<file path="src/rtl/lcd_bus_arbiter_if.sv">
`default_nettype none
// ============================================================================
// Module  : lcd_bus_arbiter_if
// Brief   : Requester command fields and shared nibble-writer command port.
// Rev     : 1.0  initial release
// ============================================================================
interface lcd_bus_arbiter_if;
    logic       i_req0, i_req1;
    logic       i_lock0, i_lock1;
    logic       i_long0, i_long1;
    logic       i_data0, i_data1;
    logic [2:0] i_sel0, i_sel1;
    logic [3:0] i_val0, i_val1;
    logic       o_ack0, o_ack1;
    logic       o_data;
    logic [2:0] o_sel;
    logic [3:0] o_val;
    logic       o_e_trigger;
    logic       o_busy;
    logic       o_owner;

    // master: the requester side; slave: the arbiter serving them
    modport master (
        output i_req0, i_req1, i_lock0, i_lock1, i_long0, i_long1,
               i_data0, i_data1, i_sel0, i_sel1, i_val0, i_val1,
        input  o_ack0, o_ack1, o_data, o_sel, o_val, o_e_trigger, o_busy, o_owner
    );
    modport slave (
        input  i_req0, i_req1, i_lock0, i_lock1, i_long0, i_long1,
               i_data0, i_data1, i_sel0, i_sel1, i_val0, i_val1,
        output o_ack0, o_ack1, o_data, o_sel, o_val, o_e_trigger, o_busy, o_owner
    );
endinterface
`default_nettype wire

</file>
<file path="src/rtl/lcd_bus_arbiter.sv">
`default_nettype none
// ============================================================================
// Module  : lcd_bus_arbiter
// Brief   : Two-requester HD44780 command arbiter with busy wait and burst lock.
//           Define LCD_ARB_RR_EN for round-robin; fixed priority otherwise.
// Rev     : 1.0  initial release
// ============================================================================
module lcd_bus_arbiter #(
    parameter int WAIT_SHORT = 35,
    parameter int WAIT_LONG  = 1320
) (
    input  logic             i_clk,
    input  logic             i_reset_n,
    input  logic             i_ena,
    lcd_bus_arbiter_if.slave bus
);
    localparam logic [1:0]  c_ST_IDLE   = 2'd0;
    localparam logic [1:0]  c_ST_SETUP  = 2'd1;
    localparam logic [1:0]  c_ST_ISSUE  = 2'd2;
    localparam logic [1:0]  c_ST_WAIT   = 2'd3;
    localparam logic [11:0] c_CNT_SHORT = 12'(WAIT_SHORT);
    localparam logic [11:0] c_CNT_LONG  = 12'(WAIT_LONG);

    logic [1:0]  r_state, w_state_nxt;
    logic        r_ack0, r_ack1, r_data, r_trig, r_busy, r_owner, r_long, r_lock;
    logic [2:0]  r_sel;
    logic [3:0]  r_val;
    logic [11:0] r_cnt;
    logic        w_ack0_nxt, w_ack1_nxt, w_data_nxt, w_trig_nxt, w_busy_nxt;
    logic        w_owner_nxt, w_long_nxt, w_lock_nxt;
    logic [2:0]  w_sel_nxt;
    logic [3:0]  w_val_nxt;
    logic [11:0] w_cnt_nxt;
    logic        w_elig0, w_elig1, w_grant, w_pick1;

    // While locked only the current owner may compete
    assign w_elig0 = bus.i_req0 && (!r_lock || !r_owner);
    assign w_elig1 = bus.i_req1 && (!r_lock ||  r_owner);
    assign w_grant = w_elig0 || w_elig1;

`ifdef LCD_ARB_RR_EN
    logic r_rr_ptr;

    always_ff @(posedge i_clk) begin
        if (!i_reset_n)
            r_rr_ptr <= 1'b1;
        else if (r_state == c_ST_IDLE && w_grant)
            r_rr_ptr <= w_pick1;
    end

    assign w_pick1 = w_elig1 && (!w_elig0 || !r_rr_ptr);
`else
    assign w_pick1 = w_elig1 && !w_elig0;
`endif

    always_ff @(posedge i_clk) begin
        if (!i_reset_n)
            r_state <= c_ST_IDLE;
        else
            r_state <= w_state_nxt;
    end

    always_comb begin
        w_state_nxt = r_state;
        case (r_state)
            c_ST_IDLE:  if (w_grant) w_state_nxt = c_ST_SETUP;
            c_ST_SETUP: w_state_nxt = c_ST_ISSUE;
            c_ST_ISSUE: if (i_ena) w_state_nxt = c_ST_WAIT;
            c_ST_WAIT:  if (i_ena && r_cnt <= 12'd1) w_state_nxt = c_ST_IDLE;
            default:    w_state_nxt = c_ST_IDLE;
        endcase
    end

    always_comb begin
        w_ack0_nxt  = 1'b0;
        w_ack1_nxt  = 1'b0;
        w_data_nxt  = r_data;
        w_sel_nxt   = r_sel;
        w_val_nxt   = r_val;
        w_long_nxt  = r_long;
        w_lock_nxt  = r_lock;
        w_owner_nxt = r_owner;
        w_busy_nxt  = r_busy;
        w_trig_nxt  = r_trig;
        w_cnt_nxt   = r_cnt;
        case (r_state)
            c_ST_IDLE: begin
                if (w_grant) begin
                    w_ack0_nxt  = !w_pick1;
                    w_ack1_nxt  = w_pick1;
                    w_owner_nxt = w_pick1;
                    w_busy_nxt  = 1'b1;
                    w_data_nxt  = w_pick1 ? bus.i_data1 : bus.i_data0;
                    w_sel_nxt   = w_pick1 ? bus.i_sel1  : bus.i_sel0;
                    w_val_nxt   = w_pick1 ? bus.i_val1  : bus.i_val0;
                    w_long_nxt  = w_pick1 ? bus.i_long1 : bus.i_long0;
                    w_lock_nxt  = w_pick1 ? bus.i_lock1 : bus.i_lock0;
                end
            end
            c_ST_SETUP: w_trig_nxt = 1'b1;
            c_ST_ISSUE: begin
                if (i_ena) begin
                    w_trig_nxt = 1'b0;
                    w_cnt_nxt  = r_long ? c_CNT_LONG : c_CNT_SHORT;
                end
            end
            c_ST_WAIT: begin
                if (i_ena) begin
                    if (r_cnt <= 12'd1) begin
                        w_cnt_nxt  = 12'd0;
                        w_busy_nxt = 1'b0;
                    end else begin
                        w_cnt_nxt  = r_cnt - 12'd1;
                    end
                end
            end
            default: ;
        endcase
    end

    always_ff @(posedge i_clk) begin
        if (!i_reset_n) begin
            r_ack0  <= 1'b0;
            r_ack1  <= 1'b0;
            r_data  <= 1'b0;
            r_sel   <= 3'd0;
            r_val   <= 4'd0;
            r_long  <= 1'b0;
            r_lock  <= 1'b0;
            r_owner <= 1'b0;
            r_busy  <= 1'b0;
            r_trig  <= 1'b0;
            r_cnt   <= 12'd0;
        end else begin
            r_ack0  <= w_ack0_nxt;
            r_ack1  <= w_ack1_nxt;
            r_data  <= w_data_nxt;
            r_sel   <= w_sel_nxt;
            r_val   <= w_val_nxt;
            r_long  <= w_long_nxt;
            r_lock  <= w_lock_nxt;
            r_owner <= w_owner_nxt;
            r_busy  <= w_busy_nxt;
            r_trig  <= w_trig_nxt;
            r_cnt   <= w_cnt_nxt;
        end
    end

    assign bus.o_ack0      = r_ack0;
    assign bus.o_ack1      = r_ack1;
    assign bus.o_data      = r_data;
    assign bus.o_sel       = r_sel;
    assign bus.o_val       = r_val;
    assign bus.o_e_trigger = r_trig;
    assign bus.o_busy      = r_busy;
    assign bus.o_owner     = r_owner;
endmodule
`default_nettype wire

</file>
<file path="src/flat_wrapper.sv">
// flat-port wrapper written by rule: the top's interface ports become plain ports
module lcd_bus_arbiter_flat 
#(
    parameter int WAIT_SHORT = 35,
    parameter int WAIT_LONG  = 1320
)
  (i_clk, i_reset_n, i_ena, bus_i_req0, bus_i_req1, bus_i_lock0, bus_i_lock1, bus_i_long0, bus_i_long1, bus_i_data0, bus_i_data1, bus_i_sel0, bus_i_sel1, bus_i_val0, bus_i_val1, bus_o_ack0, bus_o_ack1, bus_o_data, bus_o_sel, bus_o_val, bus_o_e_trigger, bus_o_busy, bus_o_owner);
  lcd_bus_arbiter_if bus_i ();
  input  logic i_clk;
  input  logic i_reset_n;
  input  logic i_ena;
  input wire logic [$bits(bus_i.i_req0)-1:0] bus_i_req0;
  input wire logic [$bits(bus_i.i_req1)-1:0] bus_i_req1;
  input wire logic [$bits(bus_i.i_lock0)-1:0] bus_i_lock0;
  input wire logic [$bits(bus_i.i_lock1)-1:0] bus_i_lock1;
  input wire logic [$bits(bus_i.i_long0)-1:0] bus_i_long0;
  input wire logic [$bits(bus_i.i_long1)-1:0] bus_i_long1;
  input wire logic [$bits(bus_i.i_data0)-1:0] bus_i_data0;
  input wire logic [$bits(bus_i.i_data1)-1:0] bus_i_data1;
  input wire logic [$bits(bus_i.i_sel0)-1:0] bus_i_sel0;
  input wire logic [$bits(bus_i.i_sel1)-1:0] bus_i_sel1;
  input wire logic [$bits(bus_i.i_val0)-1:0] bus_i_val0;
  input wire logic [$bits(bus_i.i_val1)-1:0] bus_i_val1;
  output wire logic [$bits(bus_i.o_ack0)-1:0] bus_o_ack0;
  output wire logic [$bits(bus_i.o_ack1)-1:0] bus_o_ack1;
  output wire logic [$bits(bus_i.o_data)-1:0] bus_o_data;
  output wire logic [$bits(bus_i.o_sel)-1:0] bus_o_sel;
  output wire logic [$bits(bus_i.o_val)-1:0] bus_o_val;
  output wire logic [$bits(bus_i.o_e_trigger)-1:0] bus_o_e_trigger;
  output wire logic [$bits(bus_i.o_busy)-1:0] bus_o_busy;
  output wire logic [$bits(bus_i.o_owner)-1:0] bus_o_owner;
  assign bus_i.i_req0 = bus_i_req0;
  assign bus_i.i_req1 = bus_i_req1;
  assign bus_i.i_lock0 = bus_i_lock0;
  assign bus_i.i_lock1 = bus_i_lock1;
  assign bus_i.i_long0 = bus_i_long0;
  assign bus_i.i_long1 = bus_i_long1;
  assign bus_i.i_data0 = bus_i_data0;
  assign bus_i.i_data1 = bus_i_data1;
  assign bus_i.i_sel0 = bus_i_sel0;
  assign bus_i.i_sel1 = bus_i_sel1;
  assign bus_i.i_val0 = bus_i_val0;
  assign bus_i.i_val1 = bus_i_val1;
  assign bus_o_ack0 = bus_i.o_ack0;
  assign bus_o_ack1 = bus_i.o_ack1;
  assign bus_o_data = bus_i.o_data;
  assign bus_o_sel = bus_i.o_sel;
  assign bus_o_val = bus_i.o_val;
  assign bus_o_e_trigger = bus_i.o_e_trigger;
  assign bus_o_busy = bus_i.o_busy;
  assign bus_o_owner = bus_i.o_owner;
  lcd_bus_arbiter #(.WAIT_SHORT(WAIT_SHORT), .WAIT_LONG(WAIT_LONG)) u_core (.i_clk(i_clk), .i_reset_n(i_reset_n), .i_ena(i_ena), .bus(bus_i));
endmodule
</file>
<file path="config.mk">
export PLATFORM = sky130hd
export DESIGN_NAME = lcd_bus_arbiter_flat
export DESIGN_NICKNAME = d
export VERILOG_FILES = /design/src/rtl/lcd_bus_arbiter_if.sv /design/src/rtl/lcd_bus_arbiter.sv /design/src/flat_wrapper.sv
export SDC_FILE = /design/constraint.sdc
export NUM_CORES = 1
export LEC_CHECK = 0
export CORE_UTILIZATION = 50
export DETAILED_ROUTE_END_ITERATION = 8
export GPL_TIMING_DRIVEN = 1
export HOLD_SLACK_MARGIN = 0.1
export PLACE_DENSITY = 0.78
export SLEW_MARGIN = 20
export SYNTH_ARGS = -nofsm -noshare
export SYNTH_HDL_FRONTEND = slang
export SYNTH_SLANG_ARGS = --single-unit
</file>
<file path="constraint.sdc">
create_clock -name i_clk -period 5 [get_ports i_clk]
set_input_delay 0.5 -clock i_clk [delete_from_list [all_inputs] [get_ports i_clk]]
set_output_delay 0.5 -clock i_clk [all_outputs]
set_load 0.01 [all_outputs]
</file>
==> flow_metrics.tcl <==
set metrics [dict create \
    status "finished clean" \
    path_class "in -> reg" \
    maxCapViolCount 0 \
    multi_input_area_sq_um 930 \
    netlist_area_sq_um 1590 \
    cp-start-kind "input port" \
    pwr-share-clk_pct 16.1 \
    synth_area_leaders "dfxtp_1 (36%), mux2i_1 (6.9%), ha_1 (5.5%)" \
    diodes 0 \
    p_int_w 0.000627 \
    whs_path_depth 2 \
    grt_util_all_layers_pct 23.4 \
    hold_buffers 0 \
    synthArstFlopShare_pct 0 \
    powerDensity_nw_per_um2 511 \
    syn2layout_area_growth_pct 28.9 \
    die_h_um 58.5 \
    synth_edf_count 0 \
    regToRegSetupSlack_ps 2990 \
    drive_above_1_share_pct 7.31 \
    synth_top_area_share_pct 36.4 \
    worst_path_largest_cell_delay_ps 520 \
    cts.sinks 29 \
    routabilityCongestion 0.852 \
    die_x_um 58.5 \
    drc 0 \
    antenna_found_initial 0 \
    crit_cells 5 \
    ant_nets 0 \
    min_period_over_period_pct 44.0 \
    place_ws_ps 2440 \
    root_buffer "clkbuf_4" \
    drtPass1Iterations 4 \
    swShare_pct 40.3 \
    grt_pass1_wl_mm 6.08 \
    start_util_pct 52.6 \
    cp_top_family "compound AO/OA/AOI/OAI gates" \
    cp_max_fo 25 \
    worstMarginPinSlew_ps 929 \
    setup_viol 0 \
    r2r-end "u_core.bus.o_busy" \
    clkLatencyLatePin_ps 340 \
    hold_violations 0 \
    io_buffers 37 \
    cts_buffers 5 \
    synth_fp_nets 215 \
    ys_warn_count 0 \
    gr-total-overflow 0 \
    grt_start_max_net_pins 26 \
    post_cts_buffers 0 \
    dieArea_sq_um 3420 \
    cts_tree "yes" \
    fill_cells 236 \
    timing.final.ws_setup_ps 2800 \
    core_sq_um 3030 \
    p_leak_nw 0.817 \
    max_freq_mhz 455 \
    wirelength_mm 3.55 \
    seq_power_share_pct 33.5 \
    synth_seq_area_share_pct 36.4 \
    p_sw_w 0.000423 \
    synth.avg_cell_area_sq_um 8.71 \
    cts_htree_levels 2 \
    critPathLaunch "bus_i_req1" \
    layout.nets 250 \
    cpMaxStageDelayCell "o221a_1" \
    critPathArrivalTime_ps 2420 \
    r2r_start "u_core.bus.o_owner" \
    vdd_drop_max_uv 230 \
    synth_cell_type_count 41 \
    slew_headroom_pct 37.6 \
    rows 20 \
    cp.required_ps 5220 \
    synth.largest_area_cell "dfxtp_1" \
    cts_resized 0 \
    hold_end "u_core.r_long" \
    end_kind "flop" \
    worstPathCellList "clkdlybuf4s50_1, mux2_1, o221a_1, a2111oi_0, nor3_1" \
    fin_crit_ps 2200 \
    clock_path_buffers 2 \
    fin_tns_setup_ps 0 \
    ios 38 \
    wl_per_cell_um 13.5 \
    routed_via_density 5.73 \
    ys_seq_elements 29 \
    rsz0062_at_grt "no" \
    final_max_slew_viol_count 0 \
    synth_flop_cell "dfxtp_1" \
    grt_pass1_vias 1406 \
    path_buf_inv 1 \
    drtIter0Drc 72 \
    seq_area_sq_um 581 \
    finClkSkew_ps 9.96 \
    synth_cells 183 \
    min_from "u_core.r_long" \
    pwr-share-comb_pct 50.4 \
    dp.final_hpwl_mm 2.58 \
    ff2ff_path_depth 4 \
    vias 1507 \
    clk_pin_slew_worst_paths_ps 90 \
    min_path_type "reg -> reg" \
]
[power groups by stage]
stage	logic (W)	clock network [W]	registers, W
after CTS	0.000529	0.000168	0.000351
after detailed placement	0.000526	0	0.000355
final	0.000529	0.000169	0.000352
after floorplan	0.000357	0	0.000363
after global placement	0.000504	0	0.000351
after global routing	0.000596	0.000184	0.000360
[registers in the layout (all words and copies together) (netlist names)]
signal and count:
u_core.r_cnt 12, u_core.bus.o_val 4, u_core.bus.o_sel 3, u_core.r_state 2
u_core.bus.o_ack0 1, u_core.bus.o_ack1 1, u_core.bus.o_busy 1, u_core.bus.o_data 1
u_core.bus.o_e_trigger 1, u_core.bus.o_owner 1, u_core.r_lock 1, u_core.r_long 1
[cells in the mapped netlist, drive strengths merged, types with 3 or more instances]
cell and count:
nor4 3, nor3 11, o221a 4, buf 5, inv 11, or2 3
o21a 7, nor2 16, o21ai 7, ha 7, a211oi 11, or3 5
clkbuf 5, mux2i 11, or3b 3, a21oi 11, and3 3, nand2 10
dfxtp 29
[worst register-to-register path: cells and delay by family (launching register included)]
family / cells / cell delay (ps)
mux: 1 / 360
compound gates: 2 / 1030
simple gates: 1 / 90
flops: 1 / 420
[layout make-up]
type                       count  area share [%]
multi-input combinational    133            45.2
sequential                    29            28.3
timing repair buffer          38            18.4
clock buffer                   7            3.17
tap                           44            2.68
inverter                      11            2.01
clock inverter                 1           0.244
[logic make-up (layout without fill, tap and decap cells)]
| kind of cell | after synthesis | after routing | synth area share [%] |
|---|---|---|---|
| buffers and inverters | 21 | 57 | 5.26 |
| AND/OR/NAND/NOR | 59 | 59 | 19.9 |
| flip-flops | 29 | 29 | 36.4 |
| AO/OA/AOI/OAI | 54 | 54 | 24.6 |
| multiplexers | 13 | 13 | 8.32 |
| adder cells (fa/ha/maj) | 7 | 7 | 5.49 |
[metrics by stage]
step	util (%)	cell area [sq um]	instances	total power [W]	hold WS, ps
2_1_floorplan	-	1590	183	0.000720	468
3_3_place_gp	65.5	1980	255	0.000856	478
3_5_place_dp	65.5	1980	255	0.000881	491
4_1_cts	67.9	2050	263	0.00105	503
5_1_grt	67.9	2050	263	0.00114	530
6_report	67.9	2050	263	0.00105	502
[metal layers]
layer	track usage (%)	wire length, um
met1	27.7	1550
met3	7.25	200
met2	39.1	1740
met5	0	0
met4	10.5	64
[worst max-delay path by stage]
stage | endpoint | slack (ps)
after CTS | u_core.bus.o_busy | 2790
after detailed placement | u_core.bus.o_busy | 2440
final | u_core.bus.o_busy | 2800
after global routing | u_core.bus.o_busy | 2610
after global placement | u_core.bus.o_busy | 2540
after floorplan | u_core.bus.o_busy | 3250
[cells in the final DEF, fill, tap and decap left out, types with 7 or more instances in the layout]
master / instances
dfxtp_1: 29
nand2_1: 10
ha_1: 7
clkdlybuf4s50_1: 37
inv_1: 10
mux2i_1: 11
nor2_1: 16
o21a_1: 7
nor3_1: 10
a211oi_1: 11
a21oi_1: 11
No activity file was read; power rests on OpenSTA's default activity.
